==> src/rtl/wishbone_slave_decoder_pkg.sv <==
// Shared constants and types for the Wishbone slave-side address decoder.
//   WB_NSLV_MAX : number of slave lanes on the decoder
//   WB_IDX_W    : width of the slave index taken from the top address bits
//   WB_WDOG_W   : width of the optional watchdog counter
//   state_t     : decoder FSM encoding (ST_IDLE / ST_ACTIVE / ST_DECERR)
package wb_pkg;

    localparam int unsigned WB_NSLV_MAX = 4;
    localparam int unsigned WB_IDX_W    = 2;
    localparam int unsigned WB_WDOG_W   = 16;

    typedef enum logic [1:0] {
        ST_IDLE   = 2'd0,
        ST_ACTIVE = 2'd1,
        ST_DECERR = 2'd2
    } state_t;

endpackage

==> src/rtl/wishbone_slave_decoder_if.sv <==
// Bus bundle between the granted master and the slave lanes.
//   master side : CYC_I/STB_I/WE_I/ADR_I/DAT_I/SEL_I in, DAT_O/ACK_O/ERR_O out
//   slave side  : CYC_O/STB_O one-hot, broadcast WE_O/ADR_O/DAT_SO/SEL_O,
//                 ACK_S/ERR_S/DAT_S returned per lane
// Modport slave is the decoder's view; modport master is the environment's view.
interface wishbone_slave_decoder_if #(
    parameter int unsigned ADDR_W = 32,
    parameter int unsigned DATA_W = 32
);
    import wb_pkg::*;

    localparam int unsigned SEL_W = DATA_W / 8;

    logic                          CYC_I;
    logic                          STB_I;
    logic                          WE_I;
    logic [ADDR_W-1:0]             ADR_I;
    logic [DATA_W-1:0]             DAT_I;
    logic [SEL_W-1:0]              SEL_I;
    logic [DATA_W-1:0]             DAT_O;
    logic                          ACK_O;
    logic                          ERR_O;
    logic [WB_NSLV_MAX-1:0]        CYC_O;
    logic [WB_NSLV_MAX-1:0]        STB_O;
    logic                          WE_O;
    logic [ADDR_W-1:0]             ADR_O;
    logic [DATA_W-1:0]             DAT_SO;
    logic [SEL_W-1:0]              SEL_O;
    logic [WB_NSLV_MAX-1:0]        ACK_S;
    logic [WB_NSLV_MAX-1:0]        ERR_S;
    logic [WB_NSLV_MAX*DATA_W-1:0] DAT_S;

    modport slave (
        input  CYC_I, STB_I, WE_I, ADR_I, DAT_I, SEL_I, ACK_S, ERR_S, DAT_S,
        output DAT_O, ACK_O, ERR_O, CYC_O, STB_O, WE_O, ADR_O, DAT_SO, SEL_O
    );

    modport master (
        output CYC_I, STB_I, WE_I, ADR_I, DAT_I, SEL_I, ACK_S, ERR_S, DAT_S,
        input  DAT_O, ACK_O, ERR_O, CYC_O, STB_O, WE_O, ADR_O, DAT_SO, SEL_O
    );

endinterface

==> src/rtl/wishbone_slave_decoder_watchdog.sv <==
// Cycle watchdog: counts enabled cycles, pulses expire_c on the cycle the
// count reaches limit-1 (i.e. the limit-th enabled cycle).
//   clk, rst  : clock, synchronous active-high reset
//   clear     : zero the count (takes priority over enable)
//   enable    : count this cycle
//   limit     : cycle limit, 1..2**W-1
//   expire_c  : combinational expire pulse
module wb_watchdog #(
    parameter int unsigned W = 16
) (
    input  logic         clk,
    input  logic         rst,
    input  logic         clear,
    input  logic         enable,
    input  logic [W-1:0] limit,
    output logic         expire_c
);

    logic [W-1:0] cnt;

    // Cycle counter
    always_ff @(posedge clk) begin
        if (rst || clear) begin
            cnt <= '0;
        end else if (enable) begin
            cnt <= cnt + W'(1);
        end
    end

    assign expire_c = enable && (cnt == W'(limit - W'(1)));

endmodule

==> src/rtl/wishbone_slave_decoder.sv <==
// Wishbone slave-side decoder: routes the granted master's transfer to one of
// up to 4 slaves selected by ADR_I[ADDR_W-1 -: 2], and returns that slave's
// ACK/ERR/read data. Unmapped indices get a one-cycle ERR.
//   CLK, RST : clock, synchronous active-high reset
//   bus      : wishbone_slave_decoder_if.slave (master bus + slave lanes)
// Optional macro WB_DECODER_TIMEOUT_EN adds a watchdog that errors out a
// transfer after TIMEOUT ACTIVE cycles without a slave response.
module wishbone_slave_decoder
    import wb_pkg::*;
#(
    parameter int unsigned ADDR_W  = 32,
    parameter int unsigned DATA_W  = 32,
    parameter int unsigned NSLV    = 4,
    parameter int unsigned TIMEOUT = 255
) (
    input  logic                     CLK,
    input  logic                     RST,
    wishbone_slave_decoder_if.slave  bus
);

    state_t                state;
    state_t                state_nxt;
    logic [WB_IDX_W-1:0]   sel_q;
    logic [WB_IDX_W-1:0]   idx_c;
    logic                  mapped_c;
    logic                  wdog_expire_c;

    logic [WB_NSLV_MAX-1:0] cyc_c;
    logic [WB_NSLV_MAX-1:0] stb_c;
    logic                   ack_c;
    logic                   err_c;
    logic [DATA_W-1:0]      dat_c;

    assign idx_c    = bus.ADR_I[ADDR_W-1 -: WB_IDX_W];
    assign mapped_c = (32'(idx_c) < NSLV);

`ifdef WB_DECODER_TIMEOUT_EN
    // Counter is held clear outside ACTIVE, so it restarts on every entry
    wb_watchdog #(
        .W (WB_WDOG_W)
    ) u_wdog (
        .clk      (CLK),
        .rst      (RST),
        .clear    (state != ST_ACTIVE),
        .enable   (state == ST_ACTIVE),
        .limit    (WB_WDOG_W'(TIMEOUT)),
        .expire_c (wdog_expire_c)
    );
`else
    logic unused_timeout;
    assign unused_timeout = ^WB_WDOG_W'(TIMEOUT);
    assign wdog_expire_c  = 1'b0;
`endif

    // State and selected-slave registers
    always_ff @(posedge CLK) begin
        if (RST) begin
            state <= ST_IDLE;
            sel_q <= '0;
        end else begin
            state <= state_nxt;
            if (state == ST_IDLE && bus.CYC_I && bus.STB_I) begin
                sel_q <= idx_c;
            end
        end
    end

    // Next state, one-hot strobes and response mux
    always_comb begin
        state_nxt = state;
        cyc_c     = '0;
        stb_c     = '0;
        ack_c     = 1'b0;
        err_c     = 1'b0;
        dat_c     = '0;
        case (state)
            ST_IDLE: begin
                if (bus.CYC_I && bus.STB_I) begin
                    state_nxt = mapped_c ? ST_ACTIVE : ST_DECERR;
                end
            end
            ST_ACTIVE: begin
                cyc_c[sel_q] = bus.CYC_I;
                stb_c[sel_q] = bus.STB_I;
                // A dropped CYC aborts silently; ERR beats ACK; a response beats the watchdog
                if (!bus.CYC_I) begin
                    state_nxt = ST_IDLE;
                end else if (bus.ERR_S[sel_q]) begin
                    err_c     = 1'b1;
                    state_nxt = ST_IDLE;
                end else if (bus.ACK_S[sel_q]) begin
                    ack_c     = 1'b1;
                    dat_c     = bus.DAT_S[int'(sel_q)*DATA_W +: DATA_W];
                    state_nxt = ST_IDLE;
                end else if (wdog_expire_c) begin
                    err_c     = 1'b1;
                    state_nxt = ST_IDLE;
                end
            end
            ST_DECERR: begin
                err_c     = bus.CYC_I;
                state_nxt = ST_IDLE;
            end
            default: begin
                state_nxt = ST_IDLE;
            end
        endcase
        // Reset is synchronous, so outputs are forced quiet during the reset cycle itself
        if (RST) begin
            cyc_c = '0;
            stb_c = '0;
            ack_c = 1'b0;
            err_c = 1'b0;
            dat_c = '0;
        end
    end

    assign bus.CYC_O  = cyc_c;
    assign bus.STB_O  = stb_c;
    assign bus.ACK_O  = ack_c;
    assign bus.ERR_O  = err_c;
    assign bus.DAT_O  = dat_c;

    assign bus.WE_O   = bus.WE_I;
    assign bus.ADR_O  = bus.ADR_I;
    assign bus.DAT_SO = bus.DAT_I;
    assign bus.SEL_O  = bus.SEL_I;

endmodule

==> src/flat_wrapper.sv <==
// flat-port wrapper written by rule: the top's interface ports become plain ports
module wishbone_slave_decoder_flat import wb_pkg::*;
#(
    parameter int unsigned ADDR_W  = 32,
    parameter int unsigned DATA_W  = 32,
    parameter int unsigned NSLV    = 4,
    parameter int unsigned TIMEOUT = 255
)
  (CLK, RST, bus_CYC_I, bus_STB_I, bus_WE_I, bus_ADR_I, bus_DAT_I, bus_SEL_I, bus_ACK_S, bus_ERR_S, bus_DAT_S, bus_DAT_O, bus_ACK_O, bus_ERR_O, bus_CYC_O, bus_STB_O, bus_WE_O, bus_ADR_O, bus_DAT_SO, bus_SEL_O);
  wishbone_slave_decoder_if #(.ADDR_W(ADDR_W), .DATA_W(DATA_W)) bus_i ();
  input  logic CLK;
  input  logic RST;
  input wire logic [$bits(bus_i.CYC_I)-1:0] bus_CYC_I;
  input wire logic [$bits(bus_i.STB_I)-1:0] bus_STB_I;
  input wire logic [$bits(bus_i.WE_I)-1:0] bus_WE_I;
  input wire logic [$bits(bus_i.ADR_I)-1:0] bus_ADR_I;
  input wire logic [$bits(bus_i.DAT_I)-1:0] bus_DAT_I;
  input wire logic [$bits(bus_i.SEL_I)-1:0] bus_SEL_I;
  input wire logic [$bits(bus_i.ACK_S)-1:0] bus_ACK_S;
  input wire logic [$bits(bus_i.ERR_S)-1:0] bus_ERR_S;
  input wire logic [$bits(bus_i.DAT_S)-1:0] bus_DAT_S;
  output wire logic [$bits(bus_i.DAT_O)-1:0] bus_DAT_O;
  output wire logic [$bits(bus_i.ACK_O)-1:0] bus_ACK_O;
  output wire logic [$bits(bus_i.ERR_O)-1:0] bus_ERR_O;
  output wire logic [$bits(bus_i.CYC_O)-1:0] bus_CYC_O;
  output wire logic [$bits(bus_i.STB_O)-1:0] bus_STB_O;
  output wire logic [$bits(bus_i.WE_O)-1:0] bus_WE_O;
  output wire logic [$bits(bus_i.ADR_O)-1:0] bus_ADR_O;
  output wire logic [$bits(bus_i.DAT_SO)-1:0] bus_DAT_SO;
  output wire logic [$bits(bus_i.SEL_O)-1:0] bus_SEL_O;
  assign bus_i.CYC_I = bus_CYC_I;
  assign bus_i.STB_I = bus_STB_I;
  assign bus_i.WE_I = bus_WE_I;
  assign bus_i.ADR_I = bus_ADR_I;
  assign bus_i.DAT_I = bus_DAT_I;
  assign bus_i.SEL_I = bus_SEL_I;
  assign bus_i.ACK_S = bus_ACK_S;
  assign bus_i.ERR_S = bus_ERR_S;
  assign bus_i.DAT_S = bus_DAT_S;
  assign bus_DAT_O = bus_i.DAT_O;
  assign bus_ACK_O = bus_i.ACK_O;
  assign bus_ERR_O = bus_i.ERR_O;
  assign bus_CYC_O = bus_i.CYC_O;
  assign bus_STB_O = bus_i.STB_O;
  assign bus_WE_O = bus_i.WE_O;
  assign bus_ADR_O = bus_i.ADR_O;
  assign bus_DAT_SO = bus_i.DAT_SO;
  assign bus_SEL_O = bus_i.SEL_O;
  wishbone_slave_decoder #(.ADDR_W(ADDR_W), .DATA_W(DATA_W), .NSLV(NSLV), .TIMEOUT(TIMEOUT)) u_core (.CLK(CLK), .RST(RST), .bus(bus_i));
endmodule
==> config.mk <==
export PLATFORM = sky130hd
export DESIGN_NAME = wishbone_slave_decoder_flat
export DESIGN_NICKNAME = d
export VERILOG_FILES = /design/src/rtl/wishbone_slave_decoder_pkg.sv /design/src/rtl/wishbone_slave_decoder_if.sv /design/src/rtl/wishbone_slave_decoder_watchdog.sv /design/src/rtl/wishbone_slave_decoder.sv /design/src/flat_wrapper.sv
export SDC_FILE = /design/constraint.sdc
export NUM_CORES = 1
export LEC_CHECK = 0
export BUFFER_PORTS_ARGS = -buffer_cell sky130_fd_sc_hd__buf_4
export CAP_MARGIN = 20
export CORE_AREA = 4 4 123 125
export CTS_BUF_LIST = sky130_fd_sc_hd__clkbuf_8
export CTS_CLUSTER_DIAMETER = 200
export DETAILED_ROUTE_END_ITERATION = 7
export DIE_AREA = 0 0 127 129
export GPL_ROUTABILITY_DRIVEN = 0
export PLACE_DENSITY = 0.55
export SYNTH_ARGS = -nofsm -noshare
export SYNTH_HDL_FRONTEND = slang
export SYNTH_SLANG_ARGS = --single-unit
==> constraint.sdc <==
create_clock -name CLK -period 2.36 [get_ports CLK]
set_clock_uncertainty 0.2 [all_clocks]
set_input_delay 0.118 -clock CLK [delete_from_list [all_inputs] [get_ports CLK]]
set_output_delay 0.118 -clock CLK [all_outputs]
set_load 0.02 [all_outputs]
======== Word-level counts from Yosys, hierarchy flattened ========
Cells that the tools add are included.
cells by class
  $add $sub $neg .......................... 0
  $mul .................................... 0
  div/mod/pow operators ................... 0
  magnitude comparators ................... 2
  equality and inequality tests ........... 4
  shifts and indexed selects .............. 1
  multiplexer cells ....................... 29
  bitwise logic cells ..................... 2
  reductions and logical operators ........ 6
operators with widths
  kind                  number
  $mux W32              5
  $shiftx A128 B8 Y32   1
  $mux W4               4
  $mux W1               11
  $and A4 B4 Y4         2
  $mux W2               4
  $bmux W1 S2           2
  $logic_and A1 B1 Y1   4
  $ne A4 B2 Y1 const B  1
  $pmux W2 S2           1
  $lt A2 B3 Y1 const B  1
  $demux W1 S2          1
  $eq A2 B1 Y1 const B  1
  $eq A2 B2 Y1 const B  1
  $ge A2 B1 Y1 const B  1
  $logic_not A2 Y1      1
  $ne A2 B2 Y1 const B  1
  $pmux W1 S2           1
  $reduce_and A2 Y1     1
word-level totals
  bits in registers ....................... 4
  bits in latches ......................... 0
  RAM bits ................................ 0
  bits in read-only memories .............. 0
  input port bits ......................... 209
  output and inout port bits .............. 111
  word-level logic and storage cells ...... 46
  memories ................................ 0

======== Logic depth before layout (Yosys ltp) ========
Gate-level depths: netlist of the first run.
  depth in word-level cells ............... 7
  depth in mapped cells ................... 5
  depth with buffers taken out ............ 3

======== Worst setup path before layout of the first run ========
Ideal clock, no wire load.
  path type ............................... register -> output
  start point ............................. reg u_core.sel_q[0]
  end point ............................... out bus_DAT_O[10]
  arrival time ............................ 1,623 ps
  data required time ...................... 2,042 ps
  slack ................................... 419 ps
  stages on the path, launching flop included .. 6
  path buffers ............................ 2
  cell sequence ........................... dfxtp_1 > buf_2 > mux4_2 > nand3b_4 > buf_6 > nor2b_1
on the way
  longest elaborated chain between the ends .. 7
  elaborated cells on any way between the ends .. 10
  classes of those cells .................. shift: 1; mux: 9
ends and longest elaborated chain
  element                                                                      RTL line                       text
  start, declared                                                              wishbone_slave_decoder.sv:23   logic [WB_IDX_W-1:0] sel_q;
  start signal, assigned                                                       wishbone_slave_decoder.sv:63   sel_q <= idx_c;
  parallel branches: the longest is 3 deep, another holds $shiftx A128 B8 Y32  -
  $mux W32 *                                                                   wishbone_slave_decoder.sv:88   end else if (bus.ERR_S[sel_q]) begin
  $mux W32 *                                                                   wishbone_slave_decoder.sv:86   if (!bus.CYC_I) begin
  $mux W32 *                                                                   wishbone_slave_decoder.sv:76   case (state)
  $mux W32 *                                                                   wishbone_slave_decoder.sv:109  if (RST) begin
  end, declared                                                                flat_wrapper.sv:22             output wire logic [$bits(bus_i.DAT_O)-1:0] bus_DAT_O;
Mark *: on every way between the ends. The select of a mux whose other input is x is not followed.

======== Worst setup path after layout of the first run ========
  start point ............................. in RST
  end point ............................... out bus_DAT_O[27]
on the way
  longest elaborated chain between the ends .. 1
ends and longest elaborated chain
  element          RTL line                       text
  start, declared  flat_wrapper.sv:12             input logic RST;
  $mux W32         wishbone_slave_decoder.sv:109
No other way between the ends.

==> out/qor.yml, run 1 <==
area_delta_synth_final_pct: 63.4
slew_viol_final: 0
p_leak_uw: 0.00134
grt_max_degree: 40
multi_input_area_um2: 1140
cts_max_level: 1
postSynthCellCount: 174
drive_gt1_share_pct: 79.2
synth_top_family_by_area: "multiplexers"
required_ps: 2040
ant_nets: 0
fin_tns_setup_ps: 0
setup_viol: 0
cp_max_fo: 16
synthMuxAreaShare_pct: 43.9
synth_most_common_cell: "buf_4"
maxCapViolCount: 0
whs_ps: 36.0
peakVddDrop_uv: 105
die_h_um: 129
numClockSinks: 3
die_x_um: 127
ys_seq_area_share_pct: 3.36
crit_chain: "dlygate4sd3_1, buf_4, and3b_1, nand3b_4, nor2b_1, buf_4"
period_needed_ps: 2240
drtPass1Iterations: 4
cts_root_buffer: "clkbuf_8"
worst_slack_ps: 115
crit_arrival_ps: 1930
io_buffer_count: 185
crit_path_end_kind: "primary output"
die_area_um2: 16400
num-nets-final: 499
slowest_delay_ps: 530
synth_cell_type_count: 22
yosysTopAreaCell: "mux4_2"
grt-ovfl-total: 0
synth_flop_cell: "dfxtp_1"
finalPower_uw: 564
crit_slowest_cell: "dlygate4sd3_1"
syn-num-nets: 383
avgSynthCellArea_um2: 10.3
num_vias: 1788
netlist_area_um2: 1790
synth_edf_count: 0
drc: 0
antennaDiodeCount: 0
insertion_delay_ps: 210
max_slew_margin_pct: 65.6
crit_type: "primary input to primary output"
async_flop_share_pct: 0
initialDrtViolationCount: 19
grt_pass1_vias: 1896
finalCritPeriodShare_pct: 95.1
crit_path_start_kind: "primary input"
cts_buffers: 3
synth_compound_area_share_pct: 0.420
synthAdderAreaFrac_pct: 0
n_fill_cell: 1561
rsz0062_at_grt: "no"
initial_core_util_pct: 12.9
synth_simple_gate_area_share_pct: 18.5
fp.coreArea_um2: 13900
synth_xor_area_share_pct: 0
synth_top_area_share_pct: 42.8
regArea_um2: 62.6
powerDensity_nw_per_um2: 193
vias_per_cell: 3.81
rows: 43
fmax_ghz: 0.446
yosys-top-cells-area: "mux4_2 43%, buf_4 29%, nor2b_1 11%"
ctsLongestPathBuffers: 2
stdcell_count: 469
synthTopCellsByCount: "70 x buf_4, 34 x mux4_2, 31 x nor2b_1"
cts_tree: "yes"
run_status: "completed"
timing.critical_path.mode_cell: "buf_4"
worstMarginPinSlew_ps: 516
hold_class: "primary input to primary output"
dp_worst_setup_slack_ps: 258
dp_cells: 461
antenna_found_initial: 0
ioPinCount: 320
grt_first_pass_wirelength_mm: 10.6
dp_hpwl_mm: 6.63
ys_seq_elements: 3
yosysWarnings: 0
routedWlPerCell_um: 16.7
hold_viol_final: 0
grtUsageTotal_pct: 8.13
wirelength_mm: 7.83
## cell usage in the layout (no fill, tap or decap), types with 3 or more instances in the layout
master,count
dlygate4sd3_1,3
nor2b_1,31
mux4_2,34
buf_4,188
nand3b_1,3
clkbuf_8,3
nor2_1,7
## cells by family (layout without fill, tap and decap cells)
logic type      Yosys count  count (layout)
compound gates            1               1
simple gates             52              53
buf+inv                  82             196
mux                      36              36
flops                     3               3
## area by class of cell
class / count / area share (%)
inverter: 1 / 0.128
sequential: 3 / 2.14
tap: 180 / 7.71
multi-input combinational: 90 / 39.1
clock buffer: 3 / 1.41
clock inverter: 1 / 0.128
timing repair buffer: 191 / 49.3
## sequential cells by signal, summed over array words and instances (netlist names)
signal / flops
u_core.sel_q: 2
u_core.state: 1
## power by group
part           internal [uW]  switching (uW)  leakage [uW]  total [uW]
Combinational            262             102       0.00128         364
Sequential              54.0            2.91     0.0000254        56.9
Clock                    111            32.9     0.0000269         144
Total                    426             138       0.00134         564
## worst paths after layout
| check | slack (ps) | cells past startpoint | from | endpoint |
|---|---|---|---|---|
| worst max-delay path | 120 | 6 | RST | bus_DAT_O[27] |
| worst min-delay path | 40 | 0 | bus_ADR_I[11] | bus_ADR_O[11] |
| worst min register to register | 440 | 2 | u_core.state[0] | u_core.state[0] |
| worst max register to register | 640 | 4 | u_core.sel_q[0] | u_core.sel_q[0] |
## through the flow
stage / utilization, % / instance area [um^2]
floorplan: - / 1790
CTS: 20.9 / 2900
global placement: 20.4 / 2830
finish: 21.0 / 2920
global route: 21.0 / 2920
detailed placement: 20.4 / 2830
## per-layer routing
metal  vias to the layer above  GRT usage [%]  share of wire (%)
li1                        792              -                  -
met1                       866           8.91                 35
met2                        98           15.1                 54
met3                        32           2.49                9.4
met4                         0           2.40                1.9
met5                         -              0                  0
## critical path: cells and delay by family
family                 cells  cell delay [ps]
buffers and inverters      3              850
and+or+nand+nor            3              960
## what timing repair did
| item | in CTS | in global routing |
|---|---|---|
| gates resized for setup | 0 | 1 |
| buffers inserted | 0 | 0 |
| hold buffers | 3 | 0 |
| endpoints found under the setup margin | 0 | 26 |
| endpoints found under the hold margin | 2 | 0 |
No activity file was read; power rests on OpenSTA's default activity.
==> inputs of run 2 (changes only) <==
--- a/config.mk
+++ b/config.mk
@@ -8,7 +8,7 @@
 export BUFFER_PORTS_ARGS = -buffer_cell sky130_fd_sc_hd__buf_4
 export CAP_MARGIN = 20
 export CORE_AREA = 4 4 123 125
-export CTS_BUF_LIST = sky130_fd_sc_hd__clkbuf_8
+export CTS_BUF_LIST = sky130_fd_sc_hd__clkbuf_4 sky130_fd_sc_hd__clkbuf_8
 export CTS_CLUSTER_DIAMETER = 200
 export DETAILED_ROUTE_END_ITERATION = 7
 export DIE_AREA = 0 0 127 129
==> constraint.sdc (replaced) <==
create_clock -name CLK -period 2.36 [get_ports CLK]
set_clock_uncertainty 0.2 [all_clocks]
set_input_delay 0.59 -clock CLK [delete_from_list [all_inputs] [get_ports CLK]]
set_output_delay 0.59 -clock CLK [all_outputs]
set_load 0.02 [all_outputs]
==> run 2 against run 1 <==
Compared with the run above: the run now ends with setup timing left; non-clock buffer count grew 11; setup slack got worse by 430 ps; power up 11%; fmax shrank 16%; first-iteration DRC count rose by 11%; combinational power up 13%; die area unchanged.
==> out/qor.yml, run 2 (synthesis gave the netlist of run 1 again) <==
num-nets-final: 509  # +2.0%
drive_gt1_share_pct: 92.0  # +13 points
cp_num_buf_inv: 3  # unchanged
initialDrtViolationCount: 21  # +2
crit_type: "primary input to primary output"
layout_common_cells: "163 x buf_4, 35 x buf_6, 34 x mux4_2"
pwr-share-clk_pct: 25.4  # about the same
setup_viol: 34  # +34
p_leak_uw: 0.00155  # +16%
hold_buffers: 0  # -3
hold_class: "flip-flop to flip-flop"
die_h_um: 129  # unchanged
cts_tree: "yes"
worst_slack_ps: -316  # -432 ps
required_ps: 1570  # -470 ps
initial_core_util_pct: 12.9  # unchanged
io_buffer_count: 185  # unchanged
crit_path_end_kind: "primary output"
drc: 0  # unchanged
hold_viol_final: 0  # unchanged
swShare_pct: 23.5  # -0.90 points
final_core_util_pct: 24.5  # +3.5 points
fin_tns_setup_ps: -9600  # -9600 ps
cts_buffers: 3  # unchanged
power.internal_uw: 481  # +13%
p_sw_uw: 148  # +7.3%
period_needed_ps: 2680  # +432 ps
ant_nets: 0  # unchanged
numClockSinks: 3  # unchanged
clk_pin_slew_worst_paths_ps: 30
seqPwrFrac_pct: 9.2  # -0.9 points
peakVddDrop_uv: 160  # +52%
cts_max_level: 1  # unchanged
regArea_um2: 65.1  # +4.0%
die_x_um: 127  # unchanged
wirelength_mm: 8.10  # +3.5%
stdcell_count: 479  # +2.1%
combPwrFrac_pct: 65.4  # +0.9 points
fp.coreArea_um2: 13900  # unchanged
multi_input_area_um2: 1360  # +19%
slowest_delay_ps: 490  # -40 ps
cts_root_buffer: "clkbuf_8"
powerDensity_nw_per_um2: 185  # -4.3%
dp_cells: 474  # +2.8%
finalCritPeriodShare_pct: 113  # +18 points
rows: 43  # unchanged
max_slew_margin_pct: 79.1  # +14 points
grt_pass1_vias: 2062  # +8.8%
maxCapViolCount: 0  # unchanged
num_vias: 1829  # +2.3%
top_register: "u_core.sel_q"
path_depth: 6  # unchanged
timing.critical_path.mode_cell: "buf_6"
slew_viol_final: 0  # unchanged
grt-ovfl-total: 0  # unchanged
crit_arrival_ps: 1890  # -40 ps
ioPinCount: 320  # unchanged
crit_chain: "buf_6, mux4_2, nand3b_4, buf_12, nor2b_4, buf_6"
crit_slowest_cell: "mux4_2"
area_delta_synth_final_pct: 90.3
largest_register_ffs: 2  # unchanged
largestRegisters: "u_core.sel_q x2, u_core.state x1"
drtPass1Iterations: 3  # -1
n_fill_cell: 1486  # -4.8%
routedWlPerCell_um: 16.9  # +1.3%
crit_path_start_kind: "primary input"
fmax_ghz: 0.374  # -16%
grt_first_pass_wirelength_mm: 11.3  # +6.8%
whs_path_depth: 2  # +2
violations: "setup timing"
antennaDiodeCount: 0  # unchanged
rsz0062_at_grt: "yes"
ctsLongestPathBuffers: 2  # unchanged
antenna_found_initial: 0  # unchanged
cp_max_fo: 13  # -3
crit_family: "multiplexers"
grtUsageTotal_pct: 8.83  # +0.70 points
whs_ps: 417  # +381 ps
grt_max_degree: 24  # -40%
worstMarginPinSlew_ps: 313  # -203 ps
vias_per_cell: 3.82  # +0.16%
layout_commonest_cell: "buf_4"
insertion_delay_ps: 210  # about the same
dp_hpwl_mm: 7.18  # +8.2%
die_area_um2: 16400  # unchanged
run_status: "complete, but fails checks"
reg2reg_depth: 4  # unchanged
-- run 2: cell count changes in the layout (fill, tap and decap cells not counted), sizes merged --
cell / before / now
inv: 2 / 0
clkbuf: 3 / 4
dlygate4sd3: 3 / 0
clkinv: 0 / 1
buf: 188 / 202
nand3b: 5 / 4
-- run 2: per-layer routing --
layer | GRT usage, % | up-vias | share of wire [%]
met1 | 9.32 | 861 | 34
met3 | 1.99 | 36 | 9.4
li1 | - | 811 | -
met2 | 16.8 | 121 | 54
met4 | 3.66 | 0 | 3.3
met5 | 0 | - | 0
-- run 2: layout make-up --
type / instances / area share [%]
repair buffers: 202 / 49.9
multi-input cells: 89 / 39.9
well taps: 180 / 6.62
flip-flops and latches: 3 / 1.91
clock buffers: 4 / 1.43
inverters: 1 / 0.257
-- run 2: what timing repair did --
action                     4_1_cts  5_1_grt
hold endpoints to repair         0        0
setup endpoints to repair       34       34
gates resized for setup         36       10
buffers inserted                 1        0
-- run 2: metrics by stage --
stage	worst slack (ps)	cell area, um^2	total power (uW)
global placement	-358	3180	459
CTS	-326	3360	637
floorplan	-60.2	2010	404
finish	-316	3400	628
global route	-364	3400	668
detailed placement	-386	3180	467
-- run 2: path summary, 6_finish.rpt --
check / to / slack (ps) / start
worst max-delay path: bus_DAT_O[2] / -320 / bus_ERR_S[3]
worst min-delay path: u_core.state[0] / 420 / u_core.state[0]
worst max register to register: u_core.state[0] / 640 / u_core.sel_q[0]
worst min register to register: u_core.state[0] / 420 / u_core.state[0]
-- run 2: tightest hold or removal path: stages (launching register included) --
cell and delay, ps:
dfxtp_1 360, or4bb_1 130, o31ai_1 70
-- run 2: power groups by stage --
stage	registers (uW)	clock network, uW	logic, uW
2_1_floorplan	55.8	0	348
3_3_place_gp	59.2	0	399
3_5_place_dp	59.4	0	408
4_1_cts	58.2	164	415
5_1_grt	58.7	170	439
6_report	58.0	160	411
==> inputs of run 3 (changes only) <==
--- a/config.mk
+++ b/config.mk
@@ -10,6 +10,7 @@
 export CORE_AREA = 4 4 123 125
 export CTS_BUF_LIST = sky130_fd_sc_hd__clkbuf_4 sky130_fd_sc_hd__clkbuf_8
 export CTS_CLUSTER_DIAMETER = 200
+export CTS_CLUSTER_SIZE = 40
 export DETAILED_ROUTE_END_ITERATION = 7
 export DIE_AREA = 0 0 127 129
 export GPL_ROUTABILITY_DRIVEN = 0
==> constraint.sdc (replaced) <==
create_clock -name CLK -period 2.36 [get_ports CLK]
set_clock_uncertainty 0.2 [all_clocks]
set_input_delay 0.354 -clock CLK [delete_from_list [all_inputs] [get_ports CLK]]
set_output_delay 0.354 -clock CLK [all_outputs]
set_load 0.02 [all_outputs]
==> run 3 against run 2 <==
Compared with the run above: the flow now finishes without violations; via count shrank 3.2%; die area is the same; worst hold slack lost 290 ps.
==> out/qor.yml, run 3 (synthesis gave the netlist of run 1 again) <==
num-nets-final: 499  # -2.0%
crit_path_end_kind: "primary output"
reg2reg_depth: 3  # -1
cp_max_fo: 24  # +11
io_buffer_count: 185  # unchanged
area_delta_synth_final_pct: 67.0
p_sw_uw: 142  # -3.6%
worst_slack_ps: 17.2  # +334 ps
crit_type: "flip-flop to primary output"
cts_tree: "yes"
power.internal_uw: 446  # -7.3%
grt_max_degree: 25  # +4.2%
die_h_um: 129  # unchanged
vias_per_cell: 3.78  # -1.1%
crit_arrival_ps: 1790  # -100 ps
ant_nets: 0  # unchanged
peakVddDrop_uv: 128  # -20%
dp_worst_setup_slack_ps: 127  # +514 ps
cts_buffers: 3  # unchanged
required_ps: 1810  # +240 ps
die_x_um: 127  # unchanged
layout_common_cells: "183 x buf_4, 34 x mux4_2, 22 x nor2b_1"
combPwrFrac_pct: 62.4  # -3.0 points
swShare_pct: 24.2  # +0.71 points
r2r_slack_ps: 800  # +160 ps
whs_path_depth: 2  # unchanged
ctsLongestPathBuffers: 2  # unchanged
grt-ovfl-total: 0  # unchanged
drc: 0  # unchanged
ioPinCount: 320  # unchanged
hold_buffers: 0  # unchanged
p_leak_uw: 0.00135  # -13%
period_needed_ps: 2340  # -334 ps
finalCritPeriodShare_pct: 99.3  # -14 points
drive_gt1_share_pct: 83.7  # -8.2 points
initialDrtViolationCount: 64  # +200%
hold_viol_final: 0  # unchanged
slew_viol_final: 0  # unchanged
powerDensity_nw_per_um2: 197  # +6.6%
grt_first_pass_wirelength_mm: 10.8  # -4.4%
run_status: "completed"
finalPower_uw: 588  # -6.4%
initial_core_util_pct: 12.9  # unchanged
worstMarginPinSlew_ps: 324  # +11.2 ps
fmax_ghz: 0.427  # +14%
maxCapViolCount: 0  # unchanged
crit_path_start_kind: "flip-flop"
routedWlPerCell_um: 16.4  # -2.9%
whs_endpoint: "u_core.sel_q[1]"
antennaDiodeCount: 0  # unchanged
numClockSinks: 3  # unchanged
drtPass1Iterations: 3  # unchanged
num_vias: 1771  # -3.2%
rows: 43  # unchanged
largest_register_ffs: 2  # unchanged
antenna_found_initial: 0  # unchanged
largestRegisters: "u_core.sel_q x2, u_core.state x1"
wirelength_mm: 7.70  # -4.9%
layout_commonest_cell: "buf_4"
die_area_um2: 16400  # unchanged
grtUsageTotal_pct: 8.43  # -0.40 points
pwr-share-clk_pct: 27.8  # +2.4 points
setup_viol: 0  # -100%
fp.coreArea_um2: 13900  # unchanged
dp_hpwl_mm: 6.84  # -4.6%
r2r-end: "u_core.state[0]"
grt_pass1_vias: 1915  # -7.1%
cts_root_buffer: "clkbuf_8"
seqPwrFrac_pct: 9.7  # +0.5 points
clk_pin_slew_worst_paths_ps: 30  # about the same
insertion_delay_ps: 220  # about the same
rsz0062_at_grt: "yes"
r2r_start: "u_core.sel_q[0]"
cts_max_level: 1  # unchanged
top_register: "u_core.sel_q"
max_slew_margin_pct: 78.4  # -0.75 points
hold_class: "primary input to flip-flop"
hp-start: "RST"
[run 3: changes by cell type in the layout (fill, tap and decap cells not counted)]
cell,previous run,this run
buf_12,4,1
buf_4,163,183
buf_6,35,7
buf_8,0,1
clkinv_4,1,0
inv_1,0,1
nor2b_1,0,22
nor2b_2,0,7
nor2b_4,31,2
[run 3: repair_timing]
item / in CTS / in global routing
setup buffers: 1 / 0
pin swaps: 0 / 0
gates resized for setup: 5 / 16
endpoints found under the setup margin: 30 / 32
gates cloned: 0 / 0
[run 3: how the worst max path moves through the flow]
stage,start,to,slack [ps],cells past startpoint
after floorplan,u_core.sel_q[0],bus_DAT_O[10],180,5
after global placement,u_core.sel_q[0],bus_DAT_O[30],140,4
after detailed placement,u_core.sel_q[0],bus_DAT_O[30],130,4
after CTS,u_core.sel_q[0],bus_DAT_O[8],0.1,5
after global routing,u_core.sel_q[0],bus_DAT_O[26],-60,5
final,u_core.sel_q[0],bus_DAT_O[8],20,5
[run 3: routing by layer]
layer  vias to the layer above  routed length, um  GRT usage, %
met5                         -                  0             0
met4                         0                166          2.78
met3                        34                764          2.99
met2                        98               4180          15.9
met1                       850               2590          8.62
li1                        789                  -             -
[run 3: critical path, cell delays in order, from the launching register on]
cell and delay [ps]:
dfxtp_4 380, mux4_2 530, nand3b_4 190, buf_12 170, nor2b_1 130, buf_4 160
[run 3: power by group through the flow]
stage	clock (uW)	sequential (uW)	combinational [uW]
2_1_floorplan	0	55.8	320
3_3_place_gp	0	58.4	356
3_5_place_dp	0	58.3	365
4_1_cts	168	57.4	370
5_1_grt	176	57.9	394
6_report	164	57.3	367
[run 3: stage by stage]
stage | cell area [um^2] | hold slack (ps) | instances | setup TNS (ps) | util, %
finish | 2990 | 125 | 469 | 0 | 21.5
global route | 2990 | 121 | 469 | -1160 | 21.5
CTS | 2930 | 119 | 469 | 0 | 21.1
detailed placement | 2860 | 347 | 464 | 0 | 20.6
global placement | 2860 | 350 | 464 | 0 | 20.6
floorplan | 1790 | 226 | 174 | 0 | -
[run 3: final cells by class]
type                    count  area, um^2
well taps                 180         225
inverters                   1        3.75
repair buffers            192        1490
flip-flops and latches      3        65.1
fillers                  1511       10900
clock buffers               4        48.8
multi-input cells          89        1160
